File: src/rtl/prog_autobaud.sv
// Autobaud detector for the programming UART: times a 0x55 sync byte on the
// RX line and drives the resulting clocks-per-bit divisor, or a default one.
module prog_autobaud #(
    parameter logic [15:0] DefaultClks = 16'd868,
    parameter int unsigned MinClks     = 4,
    parameter int unsigned IdleCycles  = 16,
    parameter int unsigned CntW        = 20
) (
    input  logic        clk_i,
    input  logic        rst_ni,
    input  logic        enable_i,
    input  logic        rx_i,
    input  logic        relock_i,
    output logic [15:0] clks_per_bit_o,
    output logic        valid_o,
    output logic        err_o
);
    localparam int unsigned XW = ((CntW > 17) ? CntW : 17) + 2;
    localparam int unsigned IW = $clog2(IdleCycles + 1);

    typedef enum logic [2:0] {
        S_IDLE,
        S_ARMED,
        S_MEAS,
        S_STOP,
        S_LOCK,
        S_ERR
    } state_t;

    state_t          state_reg;
    logic            sync1_reg;
    logic            sync2_reg;
    logic            rx_prev_reg;
    logic [IW-1:0]   idle_cnt_reg;
    logic [CntW-1:0] cnt_reg;
    logic [CntW-1:0] iv_reg;
    logic [CntW-1:0] meas_reg;
    logic [16:0]     w0_reg;
    logic [3:0]      edges_reg;

    logic          fall;
    logic          rise;
    logic          any_edge;
    logic          pol_ok;
    logic          in_range;
    logic          timeout;
    logic          stop_done;
    logic          res_bad;
    logic          go_err;
    logic [XW-1:0] interval;
    logic [XW-1:0] w0_x;
    logic [XW-1:0] lo_bound;
    logic [XW-1:0] hi_bound;
    logic [XW-1:0] half_x;
    logic [XW-1:0] res_x;
    logic [16:0]   w0_sat;

    always_comb begin
        fall     = rx_prev_reg & ~sync2_reg;
        rise     = ~rx_prev_reg & sync2_reg;
        any_edge = fall | rise;
        // edges_reg counts edges already accepted; odd-numbered edges must rise
        pol_ok   = edges_reg[0] ? fall : rise;
        interval = XW'(iv_reg) + XW'(1);
        w0_x     = XW'(w0_reg);
        lo_bound = w0_x - (w0_x >> 2);
        hi_bound = w0_x + (w0_x >> 2);
        in_range = (interval >= lo_bound) && (interval <= hi_bound);
        half_x   = w0_x >> 1;
        w0_sat   = (interval > XW'(17'h1FFFF)) ? 17'h1FFFF : interval[16:0];
        res_x    = (XW'(meas_reg) + XW'(4)) >> 3;
        res_bad  = (res_x > XW'(16'hFFFF)) || (res_x < XW'(MinClks));
        timeout  = (cnt_reg == {CntW{1'b1}});
        // in STOP, iv counts stop-bit cycles already seen high
        stop_done = (interval >= half_x);

        go_err = 1'b0;
        if (state_reg == S_MEAS) begin
            go_err = timeout ||
                     (any_edge && (!pol_ok || ((edges_reg != 4'd0) && !in_range)));
        end else if (state_reg == S_STOP) begin
            go_err = timeout || !sync2_reg || (stop_done && res_bad);
        end
    end

    always_ff @(posedge clk_i or negedge rst_ni) begin
        if (!rst_ni) begin
            sync1_reg      <= 1'b1;
            sync2_reg      <= 1'b1;
            rx_prev_reg    <= 1'b1;
            state_reg      <= S_IDLE;
            idle_cnt_reg   <= '0;
            cnt_reg        <= '0;
            iv_reg         <= '0;
            meas_reg       <= '0;
            w0_reg         <= '0;
            edges_reg      <= '0;
            clks_per_bit_o <= DefaultClks;
            valid_o        <= 1'b0;
            err_o          <= 1'b0;
        end else begin
            sync1_reg   <= rx_i;
            sync2_reg   <= sync1_reg;
            rx_prev_reg <= sync2_reg;
            err_o       <= 1'b0;

            if (!enable_i) begin
                state_reg    <= S_IDLE;
                valid_o      <= 1'b0;
                idle_cnt_reg <= '0;
            end else if (go_err) begin
                state_reg      <= S_ERR;
                err_o          <= 1'b1;
                valid_o        <= 1'b0;
                clks_per_bit_o <= DefaultClks;
            end else begin
                case (state_reg)
                    S_IDLE: begin
                        if (!sync2_reg) begin
                            idle_cnt_reg <= '0;
                        end else if (idle_cnt_reg == IW'(IdleCycles - 1)) begin
                            idle_cnt_reg <= '0;
                            state_reg    <= S_ARMED;
                        end else begin
                            idle_cnt_reg <= idle_cnt_reg + 1'b1;
                        end
                    end
                    S_ARMED: begin
                        if (fall) begin
                            cnt_reg   <= '0;
                            iv_reg    <= '0;
                            edges_reg <= '0;
                            state_reg <= S_MEAS;
                        end
                    end
                    S_MEAS: begin
                        cnt_reg <= cnt_reg + 1'b1;
                        iv_reg  <= iv_reg + 1'b1;
                        if (any_edge) begin
                            iv_reg    <= '0;
                            edges_reg <= edges_reg + 1'b1;
                            if (edges_reg == 4'd0) w0_reg <= w0_sat;
                            // falling edge at the start of b7 closes eight bit periods
                            if (edges_reg == 4'd7) meas_reg <= cnt_reg + 1'b1;
                            if (edges_reg == 4'd8) state_reg <= S_STOP;
                        end
                    end
                    S_STOP: begin
                        cnt_reg <= cnt_reg + 1'b1;
                        iv_reg  <= iv_reg + 1'b1;
                        if (stop_done) begin
                            state_reg      <= S_LOCK;
                            clks_per_bit_o <= res_x[15:0];
                            valid_o        <= 1'b1;
                        end
                    end
                    S_LOCK: begin
                        if (relock_i) begin
                            state_reg    <= S_IDLE;
                            valid_o      <= 1'b0;
                            idle_cnt_reg <= '0;
                        end
                    end
                    S_ERR: begin
                        state_reg    <= S_IDLE;
                        idle_cnt_reg <= '0;
                    end
                    default: state_reg <= S_IDLE;
                endcase
            end
        end
    end
endmodule
File: config.mk
export PLATFORM = sky130hd
export DESIGN_NAME = prog_autobaud
export DESIGN_NICKNAME = d
export VERILOG_FILES = /design/src/rtl/prog_autobaud.sv
export SDC_FILE = /design/constraint.sdc
export NUM_CORES = 1
export LEC_CHECK = 0
export CORE_MARGIN = 2
export CORE_UTILIZATION = 55
export DETAILED_ROUTE_END_ITERATION = 16
export GPL_ROUTABILITY_DRIVEN = 0
export PLACE_DENSITY = 0.73
export SYNTH_ARGS = -nofsm -noshare
export SYNTH_HDL_FRONTEND = slang
export SYNTH_SLANG_ARGS = --single-unit
File: constraint.sdc
create_clock -name clk_i -period 15.05 [get_ports clk_i]
set_input_delay 4.515 -clock clk_i [delete_from_list [all_inputs] [get_ports clk_i]]
set_output_delay 4.515 -clock clk_i [all_outputs]
set_load 0.05 [all_outputs]
==> impl_summary.txt <==
----------------------------------------------------
[Global routing]
  Total congestion overflow ... 0
  Overall fraction of global-route tracks in use ... 24.6%
  Vias in the first global route ... 6770
  Pin count of the biggest net entering global routing ... 61
  Wire length of the first global-routing pass ... 35.0 mm
  Antenna violations before repair ... 0

[Clock network]
  Clock slew at reported path FFs ... 0.07 ns
  Post-CTS resize count ... 0
  CTS tree ... done
  Buffer cell driving the clock tree root ... clkbuf_16
  Worst skew pair latency ... 0.36 ns
  Number of buffers created by CTS ... 9
  Number of buffers inserted for hold repair after clock tree synthesis ... 0
  Num Clock Sinks ... 108
  Count of buffers added by post-CTS timing repair for setup ... 0
  Max Root-Sink Buffers ... 2
  Deepest level of the CTS H-tree ... 3

[STA]
  Setup repair after global routing missed its margin ... no
  Final hold violations ... 0
  Final Hold Slack ... 0.359 ns
  Final slew viol count ... 0
  Final clock period utilization by the worst path ... 43.8%
  Slew at the pin with the worst max-slew slack ... 1.13 ns
  Clock skew after layout ... 0.00519 ns
  Setup Total Neg Slack ... 0 ns
  Min cycle time layout ... 6.59 ns
  Highest attainable clock frequency ... 152 MHz
  Max-slew headroom ... 24.5%
  Setup violators final ... 0

[Cells and area]
  Register cell area after layout ... 2710 um2
  Layout net count ... 1102
  Fraction of layout instances using a drive strength above 1 ... 7.85%
  Multi-input gate area ... 5790 um2
  Synth-to-layout area growth ... 7.22%
  Post-Route Utilization ... 60.3%
  Fillers ... 1408
  Diode insertion count for antenna repair ... 0

[Setup path]
  Data arrival time at the worst-slack endpoint ... 6.83 ns
  Kind of critical path ... flip-flop to flip-flop
  Critical path peak fanout ... 23
  Worst endpoint required time ... 15.29 ns
  Setup slack of the worst register-to-register path ... 8.46 ns
  Source of the worst register-to-register timing path ... w0_reg[3]$_DFFE_PN0P_
  Worst Setup End Kind ... flip-flop
  Path depth of the worst reg2reg path ... 21
  Critical Path Source Type ... flip-flop
  RR Endpoint ... meas_reg[12]$_DFFE_PN0P_

[Pwr]
  Post-layout total power ... 0.930 mW
  Power Dens Cells ... 97.5 nW/um2
  Internal power ... 0.571 mW
  Switching power as a share of total power ... 38.6%
  Fraction of power consumed by sequential logic ... 38.0%
  Leakage power of the design ... 4.51 nW
  Clock Power Share ... 26.1%
  Max VDD drop ... 85.1 uV
  Logic gate share of total power ... 36.0%
  Sw power ... 0.359 mW

[Placed design]
  Buffers added on ports ... 22
  Post-detailed-placement half-perimeter wirelength ... 15.7 mm

[Hold path]
  Worst Hold Depth ... 0
  Worst Hold Path EP ... sync2_reg$_DFF_PN1_
  Hold Path Class ... flip-flop to flip-flop
  Hold path startpoint ... sync1_reg$_DFF_PN1_

[Yosys]
  Fraction of the yosys area taken by sequential cells ... 30.5%
  XOR/XNOR Fraction of Synth Area ... 7.67%
  Adder and majority gate portion of the synthesized area ... 13.7%
  Post-synth EDFFs ... 0
  Synth top cells by count ... dfrtp_1, nand2_1, ha_1
  Share of the synthesized area in the top cell type ... 28.1%
  Top cells by area in the synthesized netlist ... dfrtp_1, ha_1, xnor2_1
  Post-synthesis instance area ... 8900 um2
  Cell type with the highest aggregate area in the netlist ... dfrtp_1
  Ys flop type ... dfrtp_1
  Share of the synthesized area in compound gates (AO/OA/AOI/OAI) ... 17.7%
  Post-Synthesis Cells ... 1008
  Syn_area_per_cell ... 8.83 um2
  Dominant combinational cell family by area after synthesis ... simple AND/OR/NAND/NOR gates
  Async set-or-reset flop fraction in the synthesized netlist ... 100%
  Mapped Nets ... 1109
  Warnings from Yosys ... 0
  Number of distinct standard cells referenced by the synthesized netlist ... 84
  Most frequently used cell type in the post-synthesis netlist ... dfrtp_1
  Share of cell area taken by muxes after synthesis ... 5.75%
  Simple-gate area share of the yosys netlist ... 20.2%
  Synth Register Bits ... 108

[Flow run]
  Max-capacitance violation count ... 0

[Die]
  Core region area ... 15800 um2
  Area of the die ... 17200 um2
  Std cell rows ... 46
  Starting density of the core ... 56.2%
  Overall die width ... 131 um
  Number of primary I/O pins ... 23
  Die height ... 131 um

[Routing]
  Average via count per standard cell ... 5.97
  Number of design-rule violations left by the first detailed-router iteration ... 660
  Via count ... 7291
  Post-detailed-routing wire length ... 20.9 mm
  Number of nets with antenna violations after detailed routing ... 0
  DRC violations left ... 0
  Routed length per instance ... 17.1 um
  First drt pass iteration count ... 5

[Outcome]
  Outcome ... finished clean

----------------------------------------------------
==> area by class of cell <==
type                    instances  share of cell area (%)
repair buffers                 25                    2.52
flip-flops and latches        108                    28.4
clock buffers                  11                    2.54
inverters                      62                    2.44
multi-input cells             795                    60.6
clock inverters                 5                   0.629
well taps                     216                    2.83
==> worst max path at each step <==
stage	from	endpoint	slack, ns	cells after the start
CTS	w0_reg[3]$_DFFE_PN0P_	meas_reg[12]$_DFFE_PN0P_	8.50	21
finish	w0_reg[3]$_DFFE_PN0P_	meas_reg[12]$_DFFE_PN0P_	8.46	21
global route	w0_reg[2]$_DFFE_PN0P_	meas_reg[12]$_DFFE_PN0P_	8.01	20
global placement	enable_i	meas_reg[13]$_DFFE_PN0P_	8.24	6
floorplan	enable_i	meas_reg[10]$_DFFE_PN0P_	8.82	8
detailed placement	enable_i	meas_reg[12]$_DFFE_PN0P_	8.15	6
==> power by group through the flow <==
stage          Clock, mW  Sequential [mW]  Combinational, mW
2_1_floorplan          0            0.372              0.220
3_3_place_gp           0            0.356              0.323
3_5_place_dp           0            0.357              0.330
4_1_cts            0.249            0.352              0.331
5_1_grt            0.260            0.357              0.369
6_report           0.242            0.353              0.335
==> cells by family (layout without fill, tap and decap cells) <==
kind of cell | after synthesis | in the layout
muxes | 43 | 43
and+or+nand+nor | 344 | 344
AOI/OAI and AO/OA | 234 | 234
adders and majority gates | 96 | 96
xor gates and xnor gates | 78 | 78
DFF | 108 | 108
buffers and inverters | 105 | 103
==> layout by cell type (no fill, tap or decap), types with 11 or more instances in the layout <==
cell	n
nor2b_1	11
a21oi_1	41
ha_1	94
nand2b_1	14
nor3_1	22
xnor2_1	57
xor2_1	21
and3_1	11
o31ai_1	32
clkdlybuf4s50_1	21
and2_1	11
o21ai_0	65
inv_1	61
nor2_1	65
nand2_1	97
mux2_2	22
a21o_1	13
nand3_1	46
dfrtp_1	100
nand4_1	18
==> metal layers <==
layer	wire length, um	up-vias	share of wire (%)	track usage (%)
met5	0	-	0	0
met4	256	0	1.2	5.01
met3	1190	27	5.7	4.17
met2	8730	196	42	35.0
met1	10700	3462	51	39.0
li1	-	3606	-	-
==> through the flow <==
stage	instance area, um2	cells	worst slack (ns)
2_1_floorplan	8900	1008	8.82
3_3_place_gp	9240	1206	8.24
3_5_place_dp	9240	1206	8.15
4_1_cts	9550	1222	8.50
5_1_grt	9550	1222	8.01
6_report	9550	1222	8.46
==> critical path, cell delays in order, from the launching register on <==
cell	delay, ns
dfrtp_1	0.48
inv_1	0.14
ha_1	0.33
nand2b_1	0.15
a21oi_1	0.18
o21ai_0	0.14
a21oi_1	0.30
a2111oi_0	0.22
o41ai_1	0.55
a21oi_1	0.14
o21bai_1	0.22
nand3_1	0.11
ha_1	0.34
nand3_1	0.07
or4_1	0.42
o221ai_1	0.16
a31oi_1	0.08
or4_4	0.58
o311ai_4	0.30
nand2_1	0.54
nor2_4	0.65
mux2_2	0.41
No activity file was read; power rests on OpenSTA's default activity.
